File: src/rtl/rpn_pkg.sv
// Shared types for the RPN stack sequencer: FSM states, status codes,
// ALU opcodes, error codes and the WAIT timeout limit.
package rpn_pkg;

    typedef enum logic [2:0] {
        ST_IDLE      = 3'd0,
        ST_ISSUE     = 3'd1,
        ST_WAIT      = 3'd2,
        ST_WRITEBACK = 3'd3,
        ST_ERROR     = 3'd4
    } state_e;

    localparam logic [2:0] STATUS_IDLE      = ST_IDLE;
    localparam logic [2:0] STATUS_ISSUE     = ST_ISSUE;
    localparam logic [2:0] STATUS_WAIT      = ST_WAIT;
    localparam logic [2:0] STATUS_WRITEBACK = ST_WRITEBACK;
    localparam logic [2:0] STATUS_ERROR     = ST_ERROR;

    typedef enum logic [1:0] {
        OP_ADD = 2'd0,
        OP_SUB = 2'd1,
        OP_AND = 2'd2,
        OP_OR  = 2'd3
    } opcode_e;

    typedef enum logic [1:0] {
        ERR_NONE = 2'd0,
        ERR_OVF  = 2'd1,
        ERR_UNF  = 2'd2,
        ERR_TMO  = 2'd3
    } err_e;

    // Value of the WAIT counter during the 255th consecutive WAIT cycle.
    localparam logic [7:0] TMO_LAST = 8'd254;

endpackage

File: src/rtl/rpn_stack_sequencer_if.sv
// Request, ALU and status signals of the RPN stack sequencer.
// The slave modport is the sequencer; the master modport is its environment.
interface rpn_stack_sequencer_if #(
    parameter int WIDTH = 16,
    parameter int DEPTH = 4
);
    import rpn_pkg::*;

    logic                         push_i;
    logic [WIDTH-1:0]             data_i;
    logic                         op_i;
    opcode_e                      opcode_i;
    logic                         undo_i;
    logic [WIDTH-1:0]             alu_a_o;
    logic [WIDTH-1:0]             alu_b_o;
    opcode_e                      alu_op_o;
    logic                         alu_start_o;
    logic                         alu_done_i;
    logic [WIDTH-1:0]             alu_result_i;
    logic [WIDTH-1:0]             top_o;
    logic [$clog2(DEPTH+1)-1:0]   depth_o;
    logic                         busy_o;
    logic                         error_o;
    logic [2:0]                   status_o;
    err_e                         err_code_o;

    modport master (
        output push_i, data_i, op_i, opcode_i, undo_i, alu_done_i, alu_result_i,
        input  alu_a_o, alu_b_o, alu_op_o, alu_start_o, top_o, depth_o,
               busy_o, error_o, status_o, err_code_o
    );

    modport slave (
        input  push_i, data_i, op_i, opcode_i, undo_i, alu_done_i, alu_result_i,
        output alu_a_o, alu_b_o, alu_op_o, alu_start_o, top_o, depth_o,
               busy_o, error_o, status_o, err_code_o
    );

endinterface

File: src/rtl/rpn_stack_regfile.sv
// Operand stack storage: DEPTH x WIDTH registers, one write port and two
// combinational read ports (top and second-from-top). Contents are not reset.
module rpn_stack_regfile #(
    parameter int WIDTH = 16,
    parameter int DEPTH = 4,
    parameter int AW    = 2
) (
    input  logic             clk,
    input  logic             we,
    input  logic [AW-1:0]    waddr,
    input  logic [WIDTH-1:0] wdata,
    input  logic [AW-1:0]    top_addr,
    input  logic [AW-1:0]    sec_addr,
    output logic [WIDTH-1:0] top_data,
    output logic [WIDTH-1:0] sec_data
);

    logic [WIDTH-1:0] mem [DEPTH];

    always_ff @(posedge clk) begin
        if (we) begin
            mem[waddr] <= wdata;
        end
    end

    assign top_data = mem[top_addr];
    assign sec_data = mem[sec_addr];

endmodule

File: src/rtl/rpn_stack_sequencer.sv
// RPN operand stack with an external-ALU handshake sequencer.
// Define RPN_SEQ_TIMEOUT_EN to abort a WAIT that lasts 255 cycles (err TMO).
module rpn_stack_sequencer
    import rpn_pkg::*;
#(
    parameter int WIDTH = 16,
    parameter int DEPTH = 4
) (
    input  logic                 clk,
    input  logic                 reset,
    rpn_stack_sequencer_if.slave bus
);

    localparam int DW = $clog2(DEPTH + 1);
    localparam int AW = (DEPTH > 2) ? $clog2(DEPTH) : 1;

    localparam logic [DW-1:0] FULL = DW'(DEPTH);
    localparam logic [DW-1:0] ONE  = DW'(1);
    localparam logic [DW-1:0] TWO  = DW'(2);

    localparam logic [2:0] IDLE      = STATUS_IDLE;
    localparam logic [2:0] ISSUE     = STATUS_ISSUE;
    localparam logic [2:0] WAIT      = STATUS_WAIT;
    localparam logic [2:0] WRITEBACK = STATUS_WRITEBACK;
    localparam logic [2:0] ERROR     = STATUS_ERROR;

    logic [2:0]       state;
    logic [DW-1:0]    depth;
    opcode_e          alu_op;
    logic [WIDTH-1:0] alu_a;
    logic [WIDTH-1:0] alu_b;
    logic [WIDTH-1:0] result;
    err_e             err_code;

    logic             we;
    logic [AW-1:0]    waddr;
    logic [WIDTH-1:0] wdata;
    logic [AW-1:0]    top_idx;
    logic [AW-1:0]    sec_idx;
    logic [WIDTH-1:0] rd_top;
    logic [WIDTH-1:0] rd_sec;

    logic do_undo;
    logic do_op;
    logic do_push;
    logic timeout;

    // Undo beats op beats push; the losers of a same-cycle collision are dropped.
    assign do_undo = bus.undo_i;
    assign do_op   = bus.op_i && !bus.undo_i;
    assign do_push = bus.push_i && !bus.op_i && !bus.undo_i;

    assign top_idx = AW'(depth - ONE);
    assign sec_idx = AW'(depth - TWO);

    rpn_stack_regfile #(
        .WIDTH (WIDTH),
        .DEPTH (DEPTH),
        .AW    (AW)
    ) u_regfile (
        .clk      (clk),
        .we       (we),
        .waddr    (waddr),
        .wdata    (wdata),
        .top_addr (top_idx),
        .sec_addr (sec_idx),
        .top_data (rd_top),
        .sec_data (rd_sec)
    );

    always_comb begin
        we    = 1'b0;
        waddr = AW'(depth);
        wdata = bus.data_i;
        if (state == IDLE && do_push && depth < FULL) begin
            we = 1'b1;
        end else if (state == WRITEBACK) begin
            we    = 1'b1;
            waddr = sec_idx;
            wdata = result;
        end
    end

`ifdef RPN_SEQ_TIMEOUT_EN
    logic [7:0] wait_cnt;

    always_ff @(posedge clk) begin
        if (reset || state != WAIT) begin
            wait_cnt <= 8'd0;
        end else if (!bus.alu_done_i) begin
            wait_cnt <= wait_cnt + 8'd1;
        end
    end

    assign timeout = (state == WAIT) && !bus.alu_done_i && (wait_cnt == TMO_LAST);
`else
    assign timeout = 1'b0;
`endif

    // Operands and opcode are captured on op acceptance so they hold steady
    // from ISSUE until WRITEBACK finishes.
    always_ff @(posedge clk) begin
        if (reset) begin
            state    <= IDLE;
            depth    <= '0;
            alu_op   <= OP_ADD;
            alu_a    <= '0;
            alu_b    <= '0;
            result   <= '0;
            err_code <= ERR_NONE;
        end else begin
            case (state)
                IDLE: begin
                    if (do_undo) begin
                        if (depth != '0) begin
                            depth <= depth - ONE;
                        end
                    end else if (do_op) begin
                        if (depth >= TWO) begin
                            state  <= ISSUE;
                            alu_op <= bus.opcode_i;
                            alu_a  <= rd_sec;
                            alu_b  <= rd_top;
                        end else begin
                            state    <= ERROR;
                            err_code <= ERR_UNF;
                        end
                    end else if (do_push) begin
                        if (depth < FULL) begin
                            depth <= depth + ONE;
                        end else begin
                            state    <= ERROR;
                            err_code <= ERR_OVF;
                        end
                    end
                end
                ISSUE: begin
                    if (bus.alu_done_i) begin
                        result <= bus.alu_result_i;
                        state  <= WRITEBACK;
                    end else begin
                        state <= WAIT;
                    end
                end
                WAIT: begin
                    if (bus.alu_done_i) begin
                        result <= bus.alu_result_i;
                        state  <= WRITEBACK;
                    end else if (timeout) begin
                        state    <= ERROR;
                        err_code <= ERR_TMO;
                    end
                end
                WRITEBACK: begin
                    depth <= depth - ONE;
                    state <= IDLE;
                end
                ERROR: begin
                    if (bus.undo_i) begin
                        state    <= IDLE;
                        err_code <= ERR_NONE;
                    end
                end
                default: begin
                    state <= IDLE;
                end
            endcase
        end
    end

    assign bus.alu_a_o     = alu_a;
    assign bus.alu_b_o     = alu_b;
    assign bus.alu_op_o    = alu_op;
    assign bus.alu_start_o = (state == ISSUE);
    assign bus.top_o       = (depth == '0) ? '0 : rd_top;
    assign bus.depth_o     = depth;
    assign bus.busy_o      = (state != IDLE) && (state != ERROR);
    assign bus.error_o     = (state == ERROR);
    assign bus.status_o    = state;
    assign bus.err_code_o  = err_code;

endmodule
File: src/flat_wrapper.sv
// flat-port wrapper written by rule: the top's interface ports become plain ports
module rpn_stack_sequencer_flat import rpn_pkg::*;
#(
    parameter int WIDTH = 16,
    parameter int DEPTH = 4
)
  (clk, reset, bus_push_i, bus_data_i, bus_op_i, bus_opcode_i, bus_undo_i, bus_alu_done_i, bus_alu_result_i, bus_alu_a_o, bus_alu_b_o, bus_alu_op_o, bus_alu_start_o, bus_top_o, bus_depth_o, bus_busy_o, bus_error_o, bus_status_o, bus_err_code_o);
  rpn_stack_sequencer_if #(.WIDTH(WIDTH), .DEPTH(DEPTH)) bus_i ();
  input  logic clk;
  input  logic reset;
  input wire logic [$bits(bus_i.push_i)-1:0] bus_push_i;
  input wire logic [$bits(bus_i.data_i)-1:0] bus_data_i;
  input wire logic [$bits(bus_i.op_i)-1:0] bus_op_i;
  input wire logic [$bits(bus_i.opcode_i)-1:0] bus_opcode_i;
  input wire logic [$bits(bus_i.undo_i)-1:0] bus_undo_i;
  input wire logic [$bits(bus_i.alu_done_i)-1:0] bus_alu_done_i;
  input wire logic [$bits(bus_i.alu_result_i)-1:0] bus_alu_result_i;
  output wire logic [$bits(bus_i.alu_a_o)-1:0] bus_alu_a_o;
  output wire logic [$bits(bus_i.alu_b_o)-1:0] bus_alu_b_o;
  output wire logic [$bits(bus_i.alu_op_o)-1:0] bus_alu_op_o;
  output wire logic [$bits(bus_i.alu_start_o)-1:0] bus_alu_start_o;
  output wire logic [$bits(bus_i.top_o)-1:0] bus_top_o;
  output wire logic [$bits(bus_i.depth_o)-1:0] bus_depth_o;
  output wire logic [$bits(bus_i.busy_o)-1:0] bus_busy_o;
  output wire logic [$bits(bus_i.error_o)-1:0] bus_error_o;
  output wire logic [$bits(bus_i.status_o)-1:0] bus_status_o;
  output wire logic [$bits(bus_i.err_code_o)-1:0] bus_err_code_o;
  assign bus_i.push_i = bus_push_i;
  assign bus_i.data_i = bus_data_i;
  assign bus_i.op_i = bus_op_i;
  assign bus_i.opcode_i = bus_opcode_i;
  assign bus_i.undo_i = bus_undo_i;
  assign bus_i.alu_done_i = bus_alu_done_i;
  assign bus_i.alu_result_i = bus_alu_result_i;
  assign bus_alu_a_o = bus_i.alu_a_o;
  assign bus_alu_b_o = bus_i.alu_b_o;
  assign bus_alu_op_o = bus_i.alu_op_o;
  assign bus_alu_start_o = bus_i.alu_start_o;
  assign bus_top_o = bus_i.top_o;
  assign bus_depth_o = bus_i.depth_o;
  assign bus_busy_o = bus_i.busy_o;
  assign bus_error_o = bus_i.error_o;
  assign bus_status_o = bus_i.status_o;
  assign bus_err_code_o = bus_i.err_code_o;
  rpn_stack_sequencer #(.WIDTH(WIDTH), .DEPTH(DEPTH)) u_core (.clk(clk), .reset(reset), .bus(bus_i));
endmodule
File: config.mk
export PLATFORM = sky130hd
export DESIGN_NAME = rpn_stack_sequencer_flat
export DESIGN_NICKNAME = d
export VERILOG_FILES = /design/src/rtl/rpn_pkg.sv /design/src/rtl/rpn_stack_sequencer_if.sv /design/src/rtl/rpn_stack_regfile.sv /design/src/rtl/rpn_stack_sequencer.sv /design/src/flat_wrapper.sv
export SDC_FILE = /design/constraint.sdc
export NUM_CORES = 1
export LEC_CHECK = 0
export ABC_AREA = 1
export BUFFER_PORTS_ARGS = -buffer_cell sky130_fd_sc_hd__buf_2
export CORE_UTILIZATION = 50
export DETAILED_ROUTE_END_ITERATION = 10
export PLACE_DENSITY = 0.8
export SYNTH_ARGS = -nofsm -noshare
export SYNTH_HDL_FRONTEND = slang
export SYNTH_SLANG_ARGS = --single-unit
File: constraint.sdc
create_clock -name clk -period 3.6 [get_ports clk]
set_clock_uncertainty 0.05 [all_clocks]
set_input_delay 0.54 -clock clk [delete_from_list [all_inputs] [get_ports clk]]
set_output_delay 0.54 -clock clk [all_outputs]
set_load 0.05 [all_outputs]
==> results of run 1 <==
[metal layers]
metal / GRT usage / vias to the layer above / wire length, um
met2: 0.362 / 199 / 5960
met5: 0 / - / 0
met1: 0.346 / 2171 / 6260
met4: 0.0939 / 0 / 147
li1: - / 2347 / -
met3: 0.0611 / 14 / 1080
[worst max path at each step]
stage	end	from	cells after the start	slack [ns]
final	bus_top_o[14]	u_core.bus.depth_o[0]	6	0.32
after global routing	bus_top_o[1]	u_core.bus.depth_o[0]	6	0.08
after CTS	bus_top_o[9]	u_core.bus.depth_o[0]	6	0.29
after detailed placement	u_core.u_regfile.mem[3][11]	u_core.bus.status_o[2]	5	0.81
after global placement	u_core.u_regfile.mem[3][11]	bus_undo_i	6	0.83
after floorplan	bus_top_o[12]	u_core.bus.depth_o[0]	8	0.12
[cells in the mapped netlist]
cell type and count:
buf_4 3, buf_2 14, buf_6 4, o22a_1 16, inv_4 1, nand3_2 2
nand2_2 5, a21oi_1 48, nand2_4 1, nand4_1 2, nor2_4 2, dfxtp_1 58
inv_1 29, clkbuf_1 16, xor2_2 1, o21ai_1 33, nor2_1 148, nor2_2 9
inv_2 4, nor2_8 1, ha_1 4, o21ai_0 83, nor3_1 4, nor3_2 1
xor2_1 1, buf_8 1, nand2_1 71, nand3_1 12, nand3_4 1, clkinv_1 2
edfxtp_1 64
[worst max-delay path, delay by kind of cell (launching register included)]
family	cells	cell delay, ns
flops	1	0.33
compound gates	2	0.52
fa+ha+maj	1	0.86
simple gates	1	0.10
buf+inv	2	0.34
[layout by cell type (no fill, tap or decap), types with 3 or more instances in the layout]
master	n
edfxtp_1	64
buf_2	100
inv_1	29
nor2_1	148
clkbuf_16	19
ha_1	4
o21ai_1	33
nand2_2	5
nand2_1	71
nor3_2	5
nand3_1	12
buf_4	10
nor2_2	9
inv_2	4
clkinvlp_4	4
o21ai_0	83
clkinv_4	3
dfxtp_1	57
clkinv_1	3
o22a_1	16
a21oi_1	48
[sequential cells by signal (all words and copies together), names as in the netlist]
name                   count
u_core.result             16
u_core.bus.depth_o         3
u_core.u_regfile.mem      64
u_core.bus.alu_op_o        2
u_core.bus.err_code_o      2
u_core.bus.alu_b_o        16
u_core.bus.status_o        3
u_core.bus.alu_a_o        16
[kinds of logic after synthesis]
kind of cell,share of synthesized area
buffers and inverters,0.0629
adder cells (fa/ha/maj),0.00898
AO/OA/AOI/OAI,0.172
AND/OR/NAND/NOR,0.198
XOR/XNOR,0.00449
flip-flops,0.553
[report_power, final]
group | switching (uW) | total [uW] | leakage, uW | internal, uW
clock | 634 | 1740 | 0.000293 | 1110
combinational | 1490 | 2010 | 0.00155 | 511
sequential | 64.9 | 1650 | 0.00105 | 1580
total | 2190 | 5400 | 0.00290 | 3200
[final cells by class]
type                    count  area (um2)
multi-input cells         445        2160
inverters                  36         138
repair buffers            110         576
clock inverters            12         134
well taps                 140         175
fillers                   916        4090
clock buffers              20         489
flip-flops and latches    122        3080
[metrics by stage]
stage	area [um2]	setup WS (ns)	cells	utilization	total power (uW)
CTS	6760	0.291	885	0.623	5400
detailed placement	6130	0.806	853	0.566	3650
floorplan	5570	0.122	641	-	3220
global route	6760	0.0768	885	0.623	5640
global placement	6130	0.831	853	0.566	3610
finish	6760	0.319	885	0.623	5400
==> summary.txt, run 1 <==
Run status
  • Failing checks: design-rule violations
  • Status: complete, but fails checks

GRT
  • Vias in the first global route: 4,346
  • Initial antenna violation count: 0
  • First-pass GRT wire length: 21.3 mm
  • Largest net degree at the start of global routing: 102
  • Remaining global-route overflow: 0
  • Overall routing resource usage: 0.245

Setup path
  • Req. time, crit path: 3.01 ns
  • Critical path, cell by cell: clkinv_1 > ha_1 > o21ai_0 > o22a_1 > nor2_1 > buf_2
  • Reg2Reg Launch Point: u_core.bus.status_o[2]
  • R2R cell count: 5
  • RR Endpoint: u_core.u_regfile.mem[3][11]
  • CP endpoint kind: output pin
  • Crit Path Class: flop to output pin
  • Peak fanout along the critical path: 32
  • CP startpoint kind: flop
  • CP arrival: 2.69 ns
  • Slowest-stage cell, CP: ha_1
  • Critical Path Max Stage Delay: 0.86 ns
  • Worst reg-to-reg setup slack: 0.86 ns

Synthesis
  • Flip-flop and latch count after synthesis: 122
  • Mapped Area: 5570 um2
  • Synth warn: 0
  • Avg Inst Size Synth: 8.69 um2
  • Synth area leaders: edfxtp_1, dfxtp_1, nor2_1
  • Share of the synthesized area in the top cell type: 0.345
  • Synth Instances: 641
  • Synth area leader: edfxtp_1
  • Post-synthesis net count: 685
  • Cell variety after synth: 31
  • Sequential share of the synthesized area: 0.553

Clock tree
  • Clk pin slew, worst setup/hold paths: 0.06 ns
  • Clock tree buffer depth: 2
  • CTS Buf Count: 17
  • CTS root buf: clkbuf_8
  • Cts repair resizes: 0
  • H-Tree Level Count: 4
  • Hold_buf cts: 0
  • CTS tree: built
  • Sink Count: 122
  • Post-CTS Setup Bufs: 0
  • Worst-Skew Late Latency: 0.53 ns

Timing
  • Rel. slew slack: 0.140
  • Max frequency: 305 MHz
  • RSZ-0062 raised after global routing: no
  • Transition time of the tightest slew-check pin: 1.28 ns
  • Final Cycle Share: 0.911
  • Setup_tns: 0 ns
  • Final Hold Viols: 0
  • # setup viols final: 0
  • Tmin final: 3.28 ns
  • Max Slew Vio Count: 0
  • Worst hold slack: 0.190 ns

Route
  • TritonRoute pass-1 iters: 8
  • Via count: 4,731
  • Iter 0 DRT Violations: 479
  • DR vias/cell: 5.35
  • Wire per inst: 15.2 um
  • Antenna Violating Nets Remaining: 0
  • WL final: 13.5 mm
  • DR DRC count: 1

Run
  • Max-Cap Viols: 0

Floorplan
  • Core Region: 10,800 um2
  • Die height: 108 um
  • IO Count: 101
  • Cell Rows: 38
  • Die area: 11,600 um2
  • Die span in x: 108 um
  • Initial core utilization: 0.514

Place
  • Gpl congestion: 0.801
  • Port-buffer cells: 100
  • DP HPWL: 8.97 mm

Min path
  • Worst hold path type: primary input to flop
  • Hold EP: u_core.bus.status_o[2]
  • Hold Path Cell Cnt: 2
  • Hold Crit Start: reset

Power
  • Total power density per cell area: 799 nW/um2
  • Leak pwr: 0.00290 uW
  • Peak supply drop: 0.432 mV

Cells and area
  • Ant diodes: 0
  • Fin nets: 776
  • Area Growth Syn to Fin: 21.2%
  • Share of cells above drive strength 1: 0.234
No activity file was read; power rests on OpenSTA's default activity.
==> inputs of run 2 (changes only) <==
Settings changed: CORE_MARGIN set to 2.
==> run 2 against run 1 <==
The run now ends clean. Sequential cell count unchanged. Worst setup slack worse by 0.051 ns. Fmax down 1.5%. Non-clock buffer count unchanged. Routed wire length up 1.0%. First-iteration DRC count up 25%. Core utilization up 0.15 points. Sequential share of layout area down 0.11 points. Die area up 3.8%. Critical path depth unchanged. Design area up 0.24%.
==> summary.txt, run 2 (same netlist as run 1, synthesis figures left out) <==
Run status
  • Status: completed (was complete, but fails checks)

Setup path
  • R2R cell count: 6 (was 5)
  • Crit Path Class: flop to output pin (unchanged)
  • Req. time, crit path: 3.01 ns (about the same)
  • Crit path capture: bus_top_o[9] (was bus_top_o[14])
  • CP arrival: 2.74 ns (was 2.69 ns)
  • Peak fanout along the critical path: 31 (was 32)
  • Reg2Reg Launch Point: u_core.bus.status_o[2] (unchanged)
  • Worst reg-to-reg setup slack: 1.05 ns (was 0.86 ns)
  • CP endpoint kind: output pin (unchanged)
  • RR Endpoint: u_core.u_regfile.mem[2][0] (was u_core.u_regfile.mem[3][11])
  • CP startpoint: u_core.bus.depth_o[0] (unchanged)
  • CP startpoint kind: flop (unchanged)

Cells and area
  • Share of cells above drive strength 1: 0.234 (unchanged)
  • Final Core Density: 0.625 (was 0.623)
  • FILL cells: 877 (was 916)
  • Fin nets: 776 (unchanged)
  • Reg with most FFs: u_core.u_regfile.mem (unchanged)
  • Commonest non-fill, non-tap cell in the layout: nor2_1 (unchanged)
  • Ant diodes: 0 (unchanged)
  • Max reg flops: 64 (unchanged)
  • Area Growth Syn to Fin: 21.5% (was 21.2%)
  • Commonest non-fill, non-tap cells in the layout: nor2_1, buf_2, o21ai_0 (unchanged)

Timing
  • Transition time of the tightest slew-check pin: 0.900 ns (was 1.28 ns)
  • Max frequency: 300 MHz (was 305 MHz)
  • Rel. slew slack: 0.399 (was 0.140)
  • # setup viols final: 0 (unchanged)
  • Worst hold slack: 0.197 ns (was 0.190 ns)
  • RSZ-0062 raised after global routing: no (unchanged)
  • Max Slew Vio Count: 0 (unchanged)
  • Setup_tns: 0 ns (unchanged)
  • Tmin final: 3.33 ns (was 3.28 ns)
  • Final Hold Viols: 0 (unchanged)
  • Final Cycle Share: 0.925 (was 0.911)

Place
  • Port-buffer cells: 100 (unchanged)
  • DP HPWL: 9.22 mm (was 8.97 mm)
  • Gpl congestion: 0.801 (about the same)

Clock tree
  • H-Tree Level Count: 4 (unchanged)
  • Post-CTS Setup Bufs: 0 (unchanged)
  • CTS root buf: clkbuf_8 (unchanged)
  • CTS Buf Count: 17 (unchanged)
  • Hold_buf cts: 0 (unchanged)
  • Sink Count: 122 (unchanged)
  • Clk pin slew, worst setup/hold paths: 0.06 ns (about the same)
  • Clock tree buffer depth: 2 (unchanged)
  • CTS tree: built (unchanged)
  • Cts repair resizes: 0 (unchanged)
  • Worst-Skew Late Latency: 0.52 ns (was 0.53 ns)

Power
  • Combinational share of power: 0.370 (was 0.372)
  • Cell Int Power: 3260 uW (was 3200 uW)
  • Sequential power share: 0.302 (was 0.305)
  • Clock power share: 0.328 (was 0.323)
  • Total power density per cell area: 807 nW/um2 (was 799 nW/um2)
  • Leak pwr: 0.00291 uW (was 0.00290 uW)
  • Sw frac: 0.403 (was 0.406)
  • Sw power: 2200 uW (was 2190 uW)
  • Peak supply drop: 0.556 mV (was 0.432 mV)

Floorplan
  • Core Region: 10,800 um2 (unchanged)
  • Die area: 12,000 um2 (was 11,600 um2)
  • Die span in x: 110 um (was 108 um)
  • Die height: 110 um (was 108 um)
  • Cell Rows: 38 (unchanged)
  • Initial core utilization: 0.514 (unchanged)
  • IO Count: 101 (unchanged)

Route
  • TritonRoute pass-1 iters: 5 (was 8)
  • Via count: 4,744 (was 4,731)
  • Wire per inst: 15.4 um (was 15.2 um)
  • Antenna Violating Nets Remaining: 0 (unchanged)
  • DR DRC count: 0 (was 1)
  • WL final: 13.6 mm (was 13.5 mm)
  • DR vias/cell: 5.36 (was 5.35)
  • Iter 0 DRT Violations: 600 (was 479)

GRT
  • First-pass GRT wire length: 21.1 mm (was 21.3 mm)
  • Overall routing resource usage: 0.234 (was 0.245)
  • Remaining global-route overflow: 0 (unchanged)
  • Largest net degree at the start of global routing: 102 (unchanged)
  • Vias in the first global route: 4,183 (was 4,346)
  • Initial antenna violation count: 0 (unchanged)

Min path
  • Worst hold path type: primary input to flop (unchanged)
  • Hold Crit Start: reset (unchanged)

Run
  • Max-Cap Viols: 0 (unchanged)
[run 2: cell count changes in the layout (fill, tap and decap cells not counted), sizes merged]
cell / previous run / this run
bufinv: 2 / 4
clkbuf: 20 / 18
[run 2: metrics by stage]
step | total power, uW | setup WS [ns] | std cells | area [um2]
finish | 5460 | 0.268 | 885 | 6770
global route | 5700 | 0.0346 | 885 | 6770
CTS | 5470 | 0.223 | 885 | 6770
detailed placement | 3660 | 0.728 | 853 | 6130
global placement | 3620 | 0.786 | 853 | 6130
floorplan | 3220 | 0.122 | 641 | 5570
[run 2: layout make-up]
type | instances | area [um2] | area share
flip-flops and latches | 122 | 3080 | 0.455
inverters | 36 | 138 | 0.0203
repair buffers | 110 | 576 | 0.0850
multi-input cells | 445 | 2170 | 0.320
clock buffers | 18 | 439 | 0.0649
well taps | 140 | 175 | 0.0259
clock inverters | 14 | 194 | 0.0286
[run 2: worst max-delay path, cell delays in order (launching register included)]
cell and delay [ns]:
dfxtp_2 0.33, clkinv_1 0.07, ha_1 0.87, o21ai_0 0.27, o22a_1 0.29, nor2_1 0.11, buf_2 0.27
[run 2: routing by layer]
metal,wire length (um),part of all wire,GRT usage
met1,6310,0.46,0.327
met2,6080,0.45,0.363
met5,0,0,0
met4,69,0.0051,0.0769
met3,1130,0.083,0.0498
[run 2: worst min path at each step]
stage / to / slack [ns] / depth (start not counted)
after detailed placement: u_core.bus.err_code_o[0] / 0.42 / 2
final: u_core.bus.status_o[2] / 0.20 / 2
after floorplan: u_core.result[0] / 0.40 / 2
after global routing: u_core.result[9] / 0.19 / 3
after global placement: u_core.bus.alu_op_o[1] / 0.41 / 2
after CTS: u_core.bus.status_o[2] / 0.18 / 2
[run 2: power by group through the flow]
stage          clock network (uW)  registers, uW  logic, uW
6_report                     1790           1650       2020
5_1_grt                      1870           1660       2180
4_1_cts                      1810           1650       2010
3_5_place_dp                    0           1670       1990
3_3_place_gp                    0           1670       1950
2_1_floorplan                   0           1960       1270
==> inputs of run 3 (changes only) <==
Settings changed: HOLD_SLACK_MARGIN set to 0.08, PLACE_DENSITY 0.8 to 0.78.
Clock period 3.6 ns to 4.17 ns, I/O delays scaled along.
==> run 3 against run 2 <==
Cell count stayed put. Critical path type unchanged. Largest cell class unchanged. Highest routed layer unchanged. First-iteration DRC count is 18% lower. Total power is 17% lower. Core utilization is 0.73 points lower.
==> summary.txt, run 3 (same netlist as run 1, synthesis figures left out) <==
Power
  • Peak supply drop: 0.422 mV (was 0.556 mV)
  • Clock power share: 0.302 (was 0.328)
  • Sequential power share: 0.315 (was 0.302)
  • Combinational share of power: 0.383 (was 0.370)
  • Sw power: 1840 uW (was 2200 uW)
  • Cell Int Power: 2680 uW (was 3260 uW)
  • Leak pwr: 0.00287 uW (was 0.00291 uW)
  • Total power density per cell area: 675 nW/um2 (was 807 nW/um2)
  • Sw frac: 0.407 (was 0.403)

Setup path
  • Peak fanout along the critical path: 32 (was 31)
  • CP endpoint kind: output pin (unchanged)
  • CP startpoint: u_core.bus.depth_o[0] (unchanged)
  • CP arrival: 2.65 ns (was 2.74 ns)
  • Reg2Reg Launch Point: u_core.bus.status_o[2] (unchanged)
  • CP startpoint kind: flop (unchanged)
  • Crit Path Class: flop to output pin (unchanged)
  • Req. time, crit path: 3.49 ns (was 3.01 ns)

Clock tree
  • Clock tree buffer depth: 2 (unchanged)
  • Post-CTS Setup Bufs: 0 (unchanged)
  • Hold_buf cts: 0 (unchanged)
  • H-Tree Level Count: 4 (unchanged)
  • Clk pin slew, worst setup/hold paths: 0.05 ns (was 0.06 ns)
  • CTS tree: built (unchanged)
  • Sink Count: 122 (unchanged)
  • CTS root buf: clkbuf_8 (unchanged)
  • CTS Buf Count: 17 (unchanged)
  • Cts repair resizes: 0 (unchanged)
  • Worst-Skew Late Latency: 0.52 ns (about the same)

Timing
  • Setup_tns: 0 ns (unchanged)
  • Tmin final: 3.33 ns
  • Final Hold Viols: 0 (unchanged)
  • Final Cycle Share: 0.798
  • Rel. slew slack: 0.164 (was 0.399)
  • # setup viols final: 0 (unchanged)
  • Transition time of the tightest slew-check pin: 1.25 ns (was 0.900 ns)
  • Max Slew Vio Count: 0 (unchanged)
  • RSZ-0062 raised after global routing: no (unchanged)
  • Max frequency: 300 MHz

Cells and area
  • Fin nets: 776 (unchanged)
  • Area Growth Syn to Fin: 20.1% (was 21.5%)
  • Commonest non-fill, non-tap cells in the layout: nor2_1, buf_2, o21ai_0 (unchanged)
  • Commonest non-fill, non-tap cell in the layout: nor2_1 (unchanged)
  • Share of cells above drive strength 1: 0.227 (was 0.234)
  • Max reg flops: 64 (unchanged)
  • Final Instance Count excl. Fillers: 885 (unchanged)
  • Reg with most FFs: u_core.u_regfile.mem (unchanged)
  • Ant diodes: 0 (unchanged)

Run
  • Max-Cap Viols: 0 (unchanged)

Route
  • Via count: 4,703 (was 4,744)
  • DR DRC count: 0 (unchanged)
  • Iter 0 DRT Violations: 492 (was 600)
  • Wire per inst: 15.0 um (was 15.4 um)
  • WL final: 13.2 mm (was 13.6 mm)
  • TritonRoute pass-1 iters: 6 (was 5)
  • DR vias/cell: 5.31 (was 5.36)
  • Antenna Violating Nets Remaining: 0 (unchanged)

GRT
  • Remaining global-route overflow: 0 (unchanged)
  • First-pass GRT wire length: 20.4 mm (was 21.1 mm)
  • Largest net degree at the start of global routing: 102 (unchanged)
  • Vias in the first global route: 4,124 (was 4,183)
  • Overall routing resource usage: 0.225 (was 0.234)
  • Initial antenna violation count: 0 (unchanged)

Floorplan
  • Die span in x: 110 um (unchanged)
  • Cell Rows: 38 (unchanged)
  • Die area: 12,000 um2 (unchanged)
  • Core Region: 10,800 um2 (unchanged)
  • Initial core utilization: 0.514 (unchanged)
  • IO Count: 101 (unchanged)
  • Die height: 110 um (unchanged)

Run status
  • Status: completed (unchanged)

Place
  • Port-buffer cells: 100 (unchanged)
  • Gpl congestion: 0.810 (was 0.801)
  • Placed cells: 853 (unchanged)
  • DP HPWL: 9.09 mm (was 9.22 mm)

Min path
  • Worst hold path type: primary input to flop (unchanged)
  • Hold Crit Start: reset (unchanged)
run 3: cell types whose count changed in the layout (fill, tap and decap cells not counted), moves of 2 or more:
| cell | previous run | this run |
|---|---|---|
| clkbuf_1 | 0 | 5 |
| bufinv_16 | 4 | 1 |
| clkinv_4 | 3 | 0 |
| clkinv_2 | 1 | 3 |
| clkinvlp_4 | 4 | 2 |
run 3: worst paths after layout:
check / endpoint / depth (start not counted) / slack (ns)
setup / recovery: bus_top_o[12] / 6 / 0.84
hold / removal: u_core.bus.status_o[2] / 2 / 0.29
setup reg to reg: u_core.u_regfile.mem[3][0] / 6 / 1.42
hold reg to reg: u_core.result[2] / 2 / 0.43
run 3: power groups by stage:
| stage | Combinational, uW | Clock [uW] | Sequential [uW] |
|---|---|---|---|
| floorplan | 1100 | 0 | 1690 |
| global placement | 1670 | 0 | 1440 |
| detailed placement | 1710 | 0 | 1440 |
| CTS | 1720 | 1380 | 1420 |
| global route | 1860 | 1440 | 1430 |
| finish | 1730 | 1360 | 1420 |
run 3: area by class of cell:
class	instances	area [um2]
Tap cell	140	175
Sequential cell	122	3080
Clock inverter	7	63.8
Clock buffer	25	497
Inverter	36	138
Multi-Input combinational cell	445	2160
Timing Repair Buffer	110	576
Fill cell	905	4150
run 3: layer usage:
layer | GRT usage | part of all wire
met1 | 0.323 | 0.47
met2 | 0.333 | 0.44
met3 | 0.0634 | 0.087
met4 | 0.0660 | 0.0092
met5 | 0 | 0
run 3: critical path: stages (launching register included):
cell	delay [ns]
dfxtp_2	0.32
clkinv_1	0.08
ha_1	0.84
o21ai_0	0.21
o22a_1	0.28
nor2_1	0.12
buf_2	0.28
run 3: per-stage QoR:
stage          total power [uW]   util  worst slack, ns  area [um2]  hold WS (ns)
5_1_grt                    4730  0.617            0.620        6690         0.284
2_1_floorplan              2780      -            0.607        5570         0.405
4_1_cts                    4520  0.617            0.774        6690         0.263
3_3_place_gp               3110  0.566             1.41        6130         0.409
6_report                   4520  0.617            0.841        6690         0.285
3_5_place_dp               3160  0.566             1.33        6130         0.421
